## config.mk

```make
export PLATFORM = sky130hd
export DESIGN_NAME = fixed_mult_pipe
export DESIGN_NICKNAME = d
export VERILOG_FILES = /design/src/rtl/fixed_pkg.sv /design/src/rtl/fixed_round_sat.sv /design/src/rtl/fixed_mult_pipe.sv
export SDC_FILE = /design/constraint.sdc
export NUM_CORES = 2
export LEC_CHECK = 0
export BUFFER_PORTS_ARGS = -buffer_cell sky130_fd_sc_hd__buf_4
export CAP_MARGIN = 0
export CORE_MARGIN = 1
export CORE_UTILIZATION = 35
export DETAILED_ROUTE_END_ITERATION = 12
export PLACE_DENSITY = 0.6
export SETUP_SLACK_MARGIN = 0.4
export SLEW_MARGIN = 25
export SYNTH_ARGS = -nofsm -noshare
export SYNTH_HDL_FRONTEND = slang
export SYNTH_SLANG_ARGS = --single-unit
```

## constraint.sdc

```tcl
create_clock -name clk -period 10.4 [get_ports clk]
set_input_delay 2.6 -clock clk [delete_from_list [all_inputs] [get_ports clk]]
set_output_delay 2.6 -clock clk [all_outputs]
set_load 0.005 [all_outputs]
```

## src/rtl/fixed_pkg.sv

```systemverilog
// Shared fixed-point types and constants for the Q7.20 arithmetic blocks.
package fixed_pkg;

  localparam int unsigned FIXED_INT_BITS  = 7;
  localparam int unsigned FIXED_FRAC_BITS = 20;
  localparam int unsigned FIXED_W         = FIXED_INT_BITS + FIXED_FRAC_BITS;

  typedef logic signed [FIXED_W-1:0] fixed_t;

  typedef enum logic {
    RND_TRUNC   = 1'b0,
    RND_HALF_UP = 1'b1
  } round_mode_e;

  localparam fixed_t FIXED_ONE = fixed_t'(1) << FIXED_FRAC_BITS;
  localparam fixed_t FIXED_MAX = {1'b0, {(FIXED_W-1){1'b1}}};
  localparam fixed_t FIXED_MIN = {1'b1, {(FIXED_W-1){1'b0}}};

endpackage

```

## src/rtl/fixed_round_sat.sv

```systemverilog
// Combinational rounding, fraction shift, overflow detect and optional clamp
// of a full-width product. Saturation is enabled by defining FIXED_MULT_SAT_EN.
module fixed_round_sat
  import fixed_pkg::*;
#(
  parameter int unsigned W         = FIXED_W,
  parameter int unsigned FRAC_BITS = FIXED_FRAC_BITS,
  parameter int unsigned ROUND     = 32'(RND_TRUNC)
) (
  input  logic signed [2*W-1:0] prod,
  output logic signed [W-1:0]   p_c,
  output logic                  ovf_c
);

  localparam int unsigned QW      = 2*W + 1;
  localparam bit          HALF_UP = (ROUND == 32'(RND_HALF_UP));
  localparam logic signed [QW-1:0] RND_ADD =
    HALF_UP ? (QW'(1) << (FRAC_BITS-1)) : QW'(0);

  logic signed [QW-1:0] q;
  logic signed [QW-1:0] r;

  // Result fits iff every bit from the W-bit sign position upward agrees.
  always_comb begin
    q     = QW'(prod) + RND_ADD;
    r     = q >>> FRAC_BITS;
    ovf_c = !((&r[QW-1:W-1]) || !(|r[QW-1:W-1]));
    p_c   = r[W-1:0];
`ifdef FIXED_MULT_SAT_EN
    if (ovf_c) begin
      p_c = r[QW-1] ? {1'b1, {(W-1){1'b0}}} : {1'b0, {(W-1){1'b1}}};
    end
`endif
  end

endmodule

```

## src/rtl/fixed_mult_pipe.sv

```systemverilog
// Three-stage pipelined signed fixed-point multiplier with valid/ready, tag
// pass-through and overflow flag. Define FIXED_MULT_SAT_EN for saturating output.
module fixed_mult_pipe
  import fixed_pkg::*;
#(
  parameter int unsigned INT_BITS  = FIXED_INT_BITS,
  parameter int unsigned FRAC_BITS = FIXED_FRAC_BITS,
  parameter int unsigned ROUND     = 32'(RND_TRUNC),
  parameter int unsigned TAG_W     = 8,
  localparam int unsigned W        = INT_BITS + FRAC_BITS
) (
  input  logic                clk,
  input  logic                reset,
  input  logic                in_valid,
  output logic                in_ready,
  input  logic signed [W-1:0] in_a,
  input  logic signed [W-1:0] in_b,
  input  logic [TAG_W-1:0]    in_tag,
  output logic                out_valid,
  input  logic                out_ready,
  output logic signed [W-1:0] out_p,
  output logic [TAG_W-1:0]    out_tag,
  output logic                out_ovf
);

  localparam int unsigned PW = 2*W;

  logic                 adv_c;
  logic                 s1_valid;
  logic signed [W-1:0]  s1_a;
  logic signed [W-1:0]  s1_b;
  logic [TAG_W-1:0]     s1_tag;
  logic                 s2_valid;
  logic signed [PW-1:0] s2_p;
  logic [TAG_W-1:0]     s2_tag;
  logic signed [W-1:0]  rs_p_c;
  logic                 rs_ovf_c;

  // Whole pipe advances together; bubbles travel with the beats.
  assign adv_c    = !out_valid || out_ready;
  assign in_ready = adv_c;

  always_ff @(posedge clk) begin
    if (reset) begin
      s1_valid  <= 1'b0;
      s2_valid  <= 1'b0;
      out_valid <= 1'b0;
      out_p     <= '0;
      out_tag   <= '0;
      out_ovf   <= 1'b0;
    end else if (adv_c) begin
      s1_valid  <= in_valid;
      s2_valid  <= s1_valid;
      out_valid <= s2_valid;
      if (s2_valid) begin
        out_p   <= rs_p_c;
        out_tag <= s2_tag;
        out_ovf <= rs_ovf_c;
      end
    end
  end

  // Datapath registers only load alongside a valid beat.
  always_ff @(posedge clk) begin
    if (adv_c && in_valid) begin
      s1_a   <= in_a;
      s1_b   <= in_b;
      s1_tag <= in_tag;
    end
    if (adv_c && s1_valid) begin
      s2_p   <= PW'(s1_a) * PW'(s1_b);
      s2_tag <= s1_tag;
    end
  end

  fixed_round_sat #(
    .W         (W),
    .FRAC_BITS (FRAC_BITS),
    .ROUND     (ROUND)
  ) u_round (
    .prod  (s2_p),
    .p_c   (rs_p_c),
    .ovf_c (rs_ovf_c)
  );

endmodule

```

## Word-level counts from Yosys, hierarchy flattened

Cells that the tools add are included.
Widths: inputs -> output; s select.

| word-level totals | value |
|---|---|
| word-level logic and storage cells | 22 |
| input port bits | 66 |
| flip-flop bits (word level) | 163 |
| output and inout port bits | 38 |

| cells by class | value |
|---|---|
| reduce and logical (&&, ||, !) cells | 10 |
| multipliers | 1 |

Operators with widths:

| operator | count |
|---|---|
| $mul 27x27->54 | 1 |
| $reduce_and 8->1 | 1 |
| $reduce_or 8->1 | 1 |
| $logic_not 1->1 | 3 |
| $logic_and 1x1->1 | 2 |
| $logic_or 1x1->1 | 2 |
| $reduce_and 2->1 | 1 |

## Longest topological paths before layout

| logic depth | value |
|---|---|
| depth after elaboration | 4 |
| mapped depth | 28 |
| mapped depth without buffers | 25 |

## By module

A second synthesis with hierarchy kept.

| second synthesis, totals | value |
|---|---|
| cell total of the unflattened synthesis | 3242 |
| area total of the unflattened synthesis | 31677.9 sq um |

Modules (own cells, without submodules):

| module | sequential area each (sq um) | area an instance (sq um) | cells an instance | times used |
|---|---|---|---|---|
| fixed_mult_pipe | 4504.3 | 31428.9 | 3209 | 1 |
| fixed_round_sat | 0.0 | 249.0 | 33 | 1 |

## Least setup slack after synthesis

OpenSTA, ideal clock, no wires.

| timing path | value |
|---|---|
| path kind | register to register |
| start point | register s1_a[26] |
| end point | register s2_p[53] (data pin) |
| data arrival time | 7.057 ns |
| setup time | 0.260 ns |
| stages on the path, launching flop included | 23 |
| required time | 10.140 ns |
| slack | 3.083 ns |
| clock period less this slack | 7.317 ns |
| buffers on the path | 1 |
| path through | edfxtp_1 -> clkbuf_1 -> nand2_1 -> inv_1 -> fa_1 -> fa_1 -> inv_1 -> fa_1 -> inv_1 -> fa_1 -> fa_1 -> fa_1 -> fa_1 -> ha_1 -> a21oi_1 -> o21ai_0 -> a21o_1 -> a21o_1 -> a211oi_1 -> o32ai_1 -> or4_1 -> a31oi_1 -> xnor2_1 |

| between the ends | value |
|---|---|
| longest elaborated chain between the ends | 1 |

Ends and longest elaborated chain:

| element | RTL line | source |
|---|---|---|
| from (decl) | fixed_mult_pipe.sv:30 | `logic signed [W-1:0] s1_a;` |
| from (signal assigned) | fixed_mult_pipe.sv:66 | `s1_a <= in_a;` |
| $mul 27x27->54 | fixed_mult_pipe.sv:71 | `s2_p <= PW'(s1_a) * PW'(s1_b);` |
| to (signal assigned) | fixed_mult_pipe.sv:71 |  |
| to (decl) | fixed_mult_pipe.sv:34 | `logic signed [PW-1:0] s2_p;` |

No other way between the ends.
A chain may end at the register's enable or synchronous reset.

## Final worst setup path

| timing path | value |
|---|---|
| start point | register s1_b[0] |
| end point | register s2_p[48] (data pin) |

| between the ends | value |
|---|---|
| longest elaborated chain between the ends | 1 |

Ends and longest elaborated chain:

| element | RTL line | source |
|---|---|---|
| from (decl) | fixed_mult_pipe.sv:31 | `logic signed [W-1:0] s1_b;` |
| from (signal assigned) | fixed_mult_pipe.sv:67 | `s1_b <= in_b;` |
| $mul 27x27->54 | fixed_mult_pipe.sv:71 |  |

No other way between the ends.

==> impl_results.html <==
<table>
<tr><th>Metric</th><th>Value</th></tr>
<tr><th colspan="2">Yosys</th></tr>
<tr><td>Number of distinct standard cells referenced by the synthesized netlist</td><td>58</td></tr>
<tr><td>Flop and latch count out of synthesis</td><td>143</td></tr>
<tr><td>Post-Synthesis Net Count</td><td>4079</td></tr>
<tr><td>Number of standard cells after synthesis</td><td>3100</td></tr>
<tr><td>Proportion of synthesized chip area in sequential cells</td><td>12.9%</td></tr>
<tr><td>Mean instance size in the synthesized netlist</td><td>9.75 µm²</td></tr>
<tr><td>Count of flip-flops with a built-in enable after synthesis</td><td>104</td></tr>
<tr><td>Number of warnings issued by yosys</td><td>0</td></tr>
<tr><td>Most common flop cell mapped by yosys</td><td>sky130_fd_sc_hd__edfxtp_1</td></tr>
<tr><td>Area of the mapped netlist</td><td>0.0302 mm²</td></tr>
<tr><td>Post-synth ARST share</td><td>0%</td></tr>
<tr><th colspan="2">Clocking</th></tr>
<tr><td># resized after CTS</td><td>0</td></tr>
<tr><td>Clock root buffer</td><td>sky130_fd_sc_hd__clkbuf_16</td></tr>
<tr><td>Number of buffers inserted by hold repair at cts</td><td>0</td></tr>
<tr><td>Maximum number of buffers from clock root to sink</td><td>2</td></tr>
<tr><td>Number of levels in the clock H-tree</td><td>4</td></tr>
<tr><td>Number of buffers added for setup after CTS</td><td>0</td></tr>
<tr><td>Number of buffers created by CTS</td><td>17</td></tr>
<tr><td>Clk Latency, worst-skew pair</td><td>0.51 ns</td></tr>
<tr><td>CTS clk-pin slew, worst paths</td><td>0.07 ns</td></tr>
<tr><td>Clock tree from TritonCTS</td><td>yes</td></tr>
<tr><td>Clock tree sinks</td><td>143</td></tr>
<tr><th colspan="2">Critical path</th></tr>
<tr><td>Bufs and invs on worst path</td><td>5</td></tr>
<tr><td>Req. time, crit path</td><td>10.63 ns</td></tr>
<tr><td>Launch instance of the worst register-to-register path</td><td>s1_b[0]$_DFFE_PP_</td></tr>
<tr><td>Ordered cell list for the critical path</td><td>nand2_1, inv_1, fa_1, fa_1, fa_1, ha_1, inv_1, fa_1, inv_1, fa_1, inv_1, fa_1, inv_1, ha_1, a21o_1, a211o_1, a41oi_2, o31ai_1, a21oi_2, nor3_1, or4_1</td></tr>
<tr><td>WP depth</td><td>21</td></tr>
<tr><td>Slowest stage delay, CP</td><td>0.94 ns</td></tr>
<tr><td>Number of cells traversed by the worst register-to-register path</td><td>21</td></tr>
<tr><td>Type of destination of the critical path</td><td>flop</td></tr>
<tr><td>Worst Path Arrival</td><td>8.79 ns</td></tr>
<tr><td>Kind of cell adding the most delay to the critical path</td><td>adder cells</td></tr>
<tr><td>Endpoint of the worst-slack reg-to-reg timing path</td><td>s2_p[48]$_DFFE_PP_</td></tr>
<tr><td>Critical path start-end classification</td><td>reg2reg</td></tr>
<tr><td>Critical-path top delay cell</td><td>sky130_fd_sc_hd__edfxtp_1</td></tr>
<tr><td>Slack of the worst reg-to-reg path</td><td>1.84 ns</td></tr>
<tr><td>Most repeated library cell on the critical path</td><td>sky130_fd_sc_hd__fa_1</td></tr>
<tr><td>Worst setup path startpoint</td><td>s1_b[0]$_DFFE_PP_</td></tr>
<tr><td>Maximum fanout count along the critical path</td><td>26</td></tr>
<tr><td>Startpoint Class</td><td>flop</td></tr>
<tr><td>End point of the critical path</td><td>s2_p[48]$_DFFE_PP_</td></tr>
<tr><th colspan="2">Detailed routing</th></tr>
<tr><td>First DRT Iteration DRCs</td><td>1009</td></tr>
<tr><td>Number of remaining DRC errors</td><td>0</td></tr>
<tr><td>Via count</td><td>20.1k</td></tr>
<tr><td>Number of detailed-routing iterations run before antenna repair</td><td>8</td></tr>
<tr><td>Via-to-Cell Ratio</td><td>4.70</td></tr>
<tr><td>Routed wire length</td><td>77.7 mm</td></tr>
<tr><td>Average wire length per cell after detail routing</td><td>18.2 µm</td></tr>
<tr><td>Number of antenna-violating nets in the routed design</td><td>0</td></tr>
<tr><th colspan="2">Cells and area</th></tr>
<tr><td>Layout overhead on the synthesized area</td><td>8.74%</td></tr>
<tr><td>Post-route non-filler standard cell count</td><td>4279</td></tr>
<tr><td>Layout Nets</td><td>4100</td></tr>
<tr><td>Number of filler instances in the final layout</td><td>8695</td></tr>
<tr><td>Share of cells above drive strength 1</td><td>6.32%</td></tr>
<tr><td>Total area of sequential cells</td><td>0.00390 mm²</td></tr>
<tr><td>Area of the multi-input gates</td><td>0.0228 mm²</td></tr>
<tr><th colspan="2">Run status</th></tr>
<tr><td>Status</td><td>completed</td></tr>
<tr><th colspan="2">STA</th></tr>
<tr><td>Max frequency</td><td>117 MHz</td></tr>
<tr><td>Slew at the pin with the worst max-slew slack</td><td>1.05 ns</td></tr>
<tr><td>Hold violation total from the final report</td><td>0</td></tr>
<tr><td>Setup repair after global routing missed its margin</td><td>false</td></tr>
<tr><td>Worst hold slack across all endpoints</td><td>0.425 ns</td></tr>
<tr><td>Final critical delay including setup and external delays</td><td>8.56 ns</td></tr>
<tr><td>Aggregate negative setup slack</td><td>0 ns</td></tr>
<tr><td>Share of the clock period used by the worst path after layout</td><td>82.3%</td></tr>
<tr><td>Number of setup violations in the final report</td><td>0</td></tr>
<tr><td>Post-route clock skew</td><td>0.0231 ns</td></tr>
<tr><td>Final worst setup slack</td><td>1.84 ns</td></tr>
<tr><td>Number of max-slew violations in the final report</td><td>0</td></tr>
<tr><td>Rel. slew slack</td><td>30.0%</td></tr>
<tr><th colspan="2">Min path</th></tr>
<tr><td>Class of the tightest hold or removal check</td><td>reg2reg</td></tr>
<tr><td>Launch point of the worst hold path</td><td>s1_tag[4]$_DFFE_PP_</td></tr>
<tr><th colspan="2">Global routing</th></tr>
<tr><td>First-pass GRT wire length</td><td>126 mm</td></tr>
<tr><td>Initial antenna violation count</td><td>3</td></tr>
<tr><td>GR Util All Layers</td><td>19.1%</td></tr>
<tr><td>GRT overflow</td><td>0</td></tr>
<tr><td>Maximum number of pins on one net before global-route repair</td><td>48</td></tr>
<tr><td>Via count of the first global-routing pass</td><td>22.5k</td></tr>
<tr><th colspan="2">Die</th></tr>
<tr><td>X dimension of the die</td><td>296 µm</td></tr>
<tr><td>Height of the chip</td><td>296 µm</td></tr>
<tr><td>Row Count</td><td>107</td></tr>
<tr><td>Core area</td><td>0.0854 mm²</td></tr>
<tr><td>I/O Pins</td><td>104</td></tr>
<tr><td>Die area</td><td>0.0876 mm²</td></tr>
<tr><td>Initial Utilization</td><td>35.4%</td></tr>
<tr><th colspan="2">Placed design</th></tr>
<tr><td>Total half-perimeter wirelength after legalization and detailed placement</td><td>63.4 mm</td></tr>
<tr><td>Routability congestion estimate from global placement</td><td>0.862</td></tr>
<tr><td>Cell total after placement</td><td>4245</td></tr>
<tr><td># port buffers</td><td>103</td></tr>
<tr><td>Setup WS pre-CTS</td><td>1.80 ns</td></tr>
<tr><th colspan="2">Flow run</th></tr>
<tr><td>Number of maximum-capacitance violations</td><td>0</td></tr>
</table>
## through the flow
| step | util [%] | cell area (µm²) |
|---|---|---|
| detailed placement | 37.7 | 32200 |
| global route | 38.5 | 32900 |
| floorplan | - | 30200 |
| global placement | 37.7 | 32200 |
| CTS | 38.5 | 32900 |
| finish | 38.5 | 32900 |
## routing by layer
| metal | vias to the layer above | part of all wire [%] | routed length, µm | GRT usage, % |
|---|---|---|---|---|
| met5 | - | 0 | 0 | 0 |
| met4 | 0 | 4.8 | 3750 | 8.83 |
| met3 | 137 | 5.0 | 3880 | 2.97 |
| met2 | 496 | 50 | 38800 | 33.0 |
| met1 | 10500 | 40 | 31200 | 23.4 |
| li1 | 8951 | - | - | - |
## synthesized netlist by cell type (all sizes together) (3+ instances only)
cell	number	area share, %
inv	802	10
fa	760	50
nand2	499	6.2
and2	299	6.2
ha	153	6.3
clkbuf	147	1.8
edfxtp	104	10
a21oi	71	1.2
nor2	43	0.53
dfxtp	39	2.6
xnor2	32	0.93
a21o	19	0.47
o21ai	16	0.26
xor2	12	0.35
and3	9	0.19
nand2b	9	0.19
nand3	9	0.15
nand4	7	0.14
nor3	6	0.099
o21a	5	0.12
a31oi	4	0.10
o211ai	4	0.099
or3	4	0.083
a211oi	3	0.074
buf	3	0.041
o221a	3	0.11
o41ai	3	0.11
or2	3	0.062
or4	3	0.074
## cells in the final DEF, fill, tap and decap left out, types with 17 or more instances in the layout
| master | Yosys | layout |
|---|---|---|
| sky130_fd_sc_hd__a21o_1 | 19 | 19 |
| sky130_fd_sc_hd__a21oi_1 | 70 | 70 |
| sky130_fd_sc_hd__nand2_1 | 499 | 499 |
| sky130_fd_sc_hd__dfxtp_1 | 39 | 39 |
| sky130_fd_sc_hd__edfxtp_1 | 104 | 104 |
| sky130_fd_sc_hd__nor2_1 | 43 | 43 |
| sky130_fd_sc_hd__buf_4 | 0 | 151 |
| sky130_fd_sc_hd__fa_1 | 760 | 760 |
| sky130_fd_sc_hd__ha_1 | 153 | 153 |
| sky130_fd_sc_hd__xnor2_1 | 32 | 32 |
| sky130_fd_sc_hd__clkbuf_16 | 0 | 17 |
| sky130_fd_sc_hd__and2_1 | 299 | 297 |
| sky130_fd_sc_hd__inv_1 | 802 | 801 |
## worst register-to-register path: cells and delay by family, from the launching register on
family,cells,cell delay [ns]
AO/OA/AOI/OAI,5,1.42
adder cells (fa/ha/maj),8,4.33
buffers and inverters,5,0.78
flip-flops,1,0.94
AND/OR/NAND/NOR,3,0.86
## cells by family after synthesis
group	count (synthesis)	synth area share, %
AO/OA/AOI/OAI	146	3.14
AND/OR/NAND/NOR	899	14.1
flip-flops	143	12.9
multiplexers	3	0.103
adder cells (fa/ha/maj)	913	56.6
buffers and inverters	952	11.8
XOR/XNOR	44	1.27
## worst min path at each step
stage | endpoint | slack, ns | cells past startpoint
2_1_floorplan | s2_tag[0]$_DFFE_PP_ | 0.40 | 0
6_report | s2_tag[4]$_DFFE_PP_ | 0.43 | 0
3_5_place_dp | s2_tag[3]$_DFFE_PP_ | 0.41 | 0
3_3_place_gp | s2_tag[4]$_DFFE_PP_ | 0.40 | 0
4_1_cts | s2_tag[3]$_DFFE_PP_ | 0.43 | 0
5_1_grt | s2_tag[0]$_DFFE_PP_ | 0.43 | 0
## area by class of cell
class                           instances  area share, %
Sequential cell                       143           11.9
Inverter                              802           9.16
Clock inverter                         15          0.559
Tap cell                             1144           4.35
Antenna cell                            1        0.00761
Clock buffer                           17           1.29
Timing Repair Buffer                  152           3.53
Multi-Input combinational cell       2005           69.2
## state kept, by name, summed over array words and instances (netlist names)
register	flops
s2_p	34
out_p	27
s1_a	27
s1_b	27
out_tag	8
s1_tag	8
s2_tag	8
out_ovf	1
out_valid	1
s1_valid	1
s2_valid	1
Power is left out: the tool's default activity adds up to more than one toggle a clock period on the data nets, which glitch-free logic cannot reach.
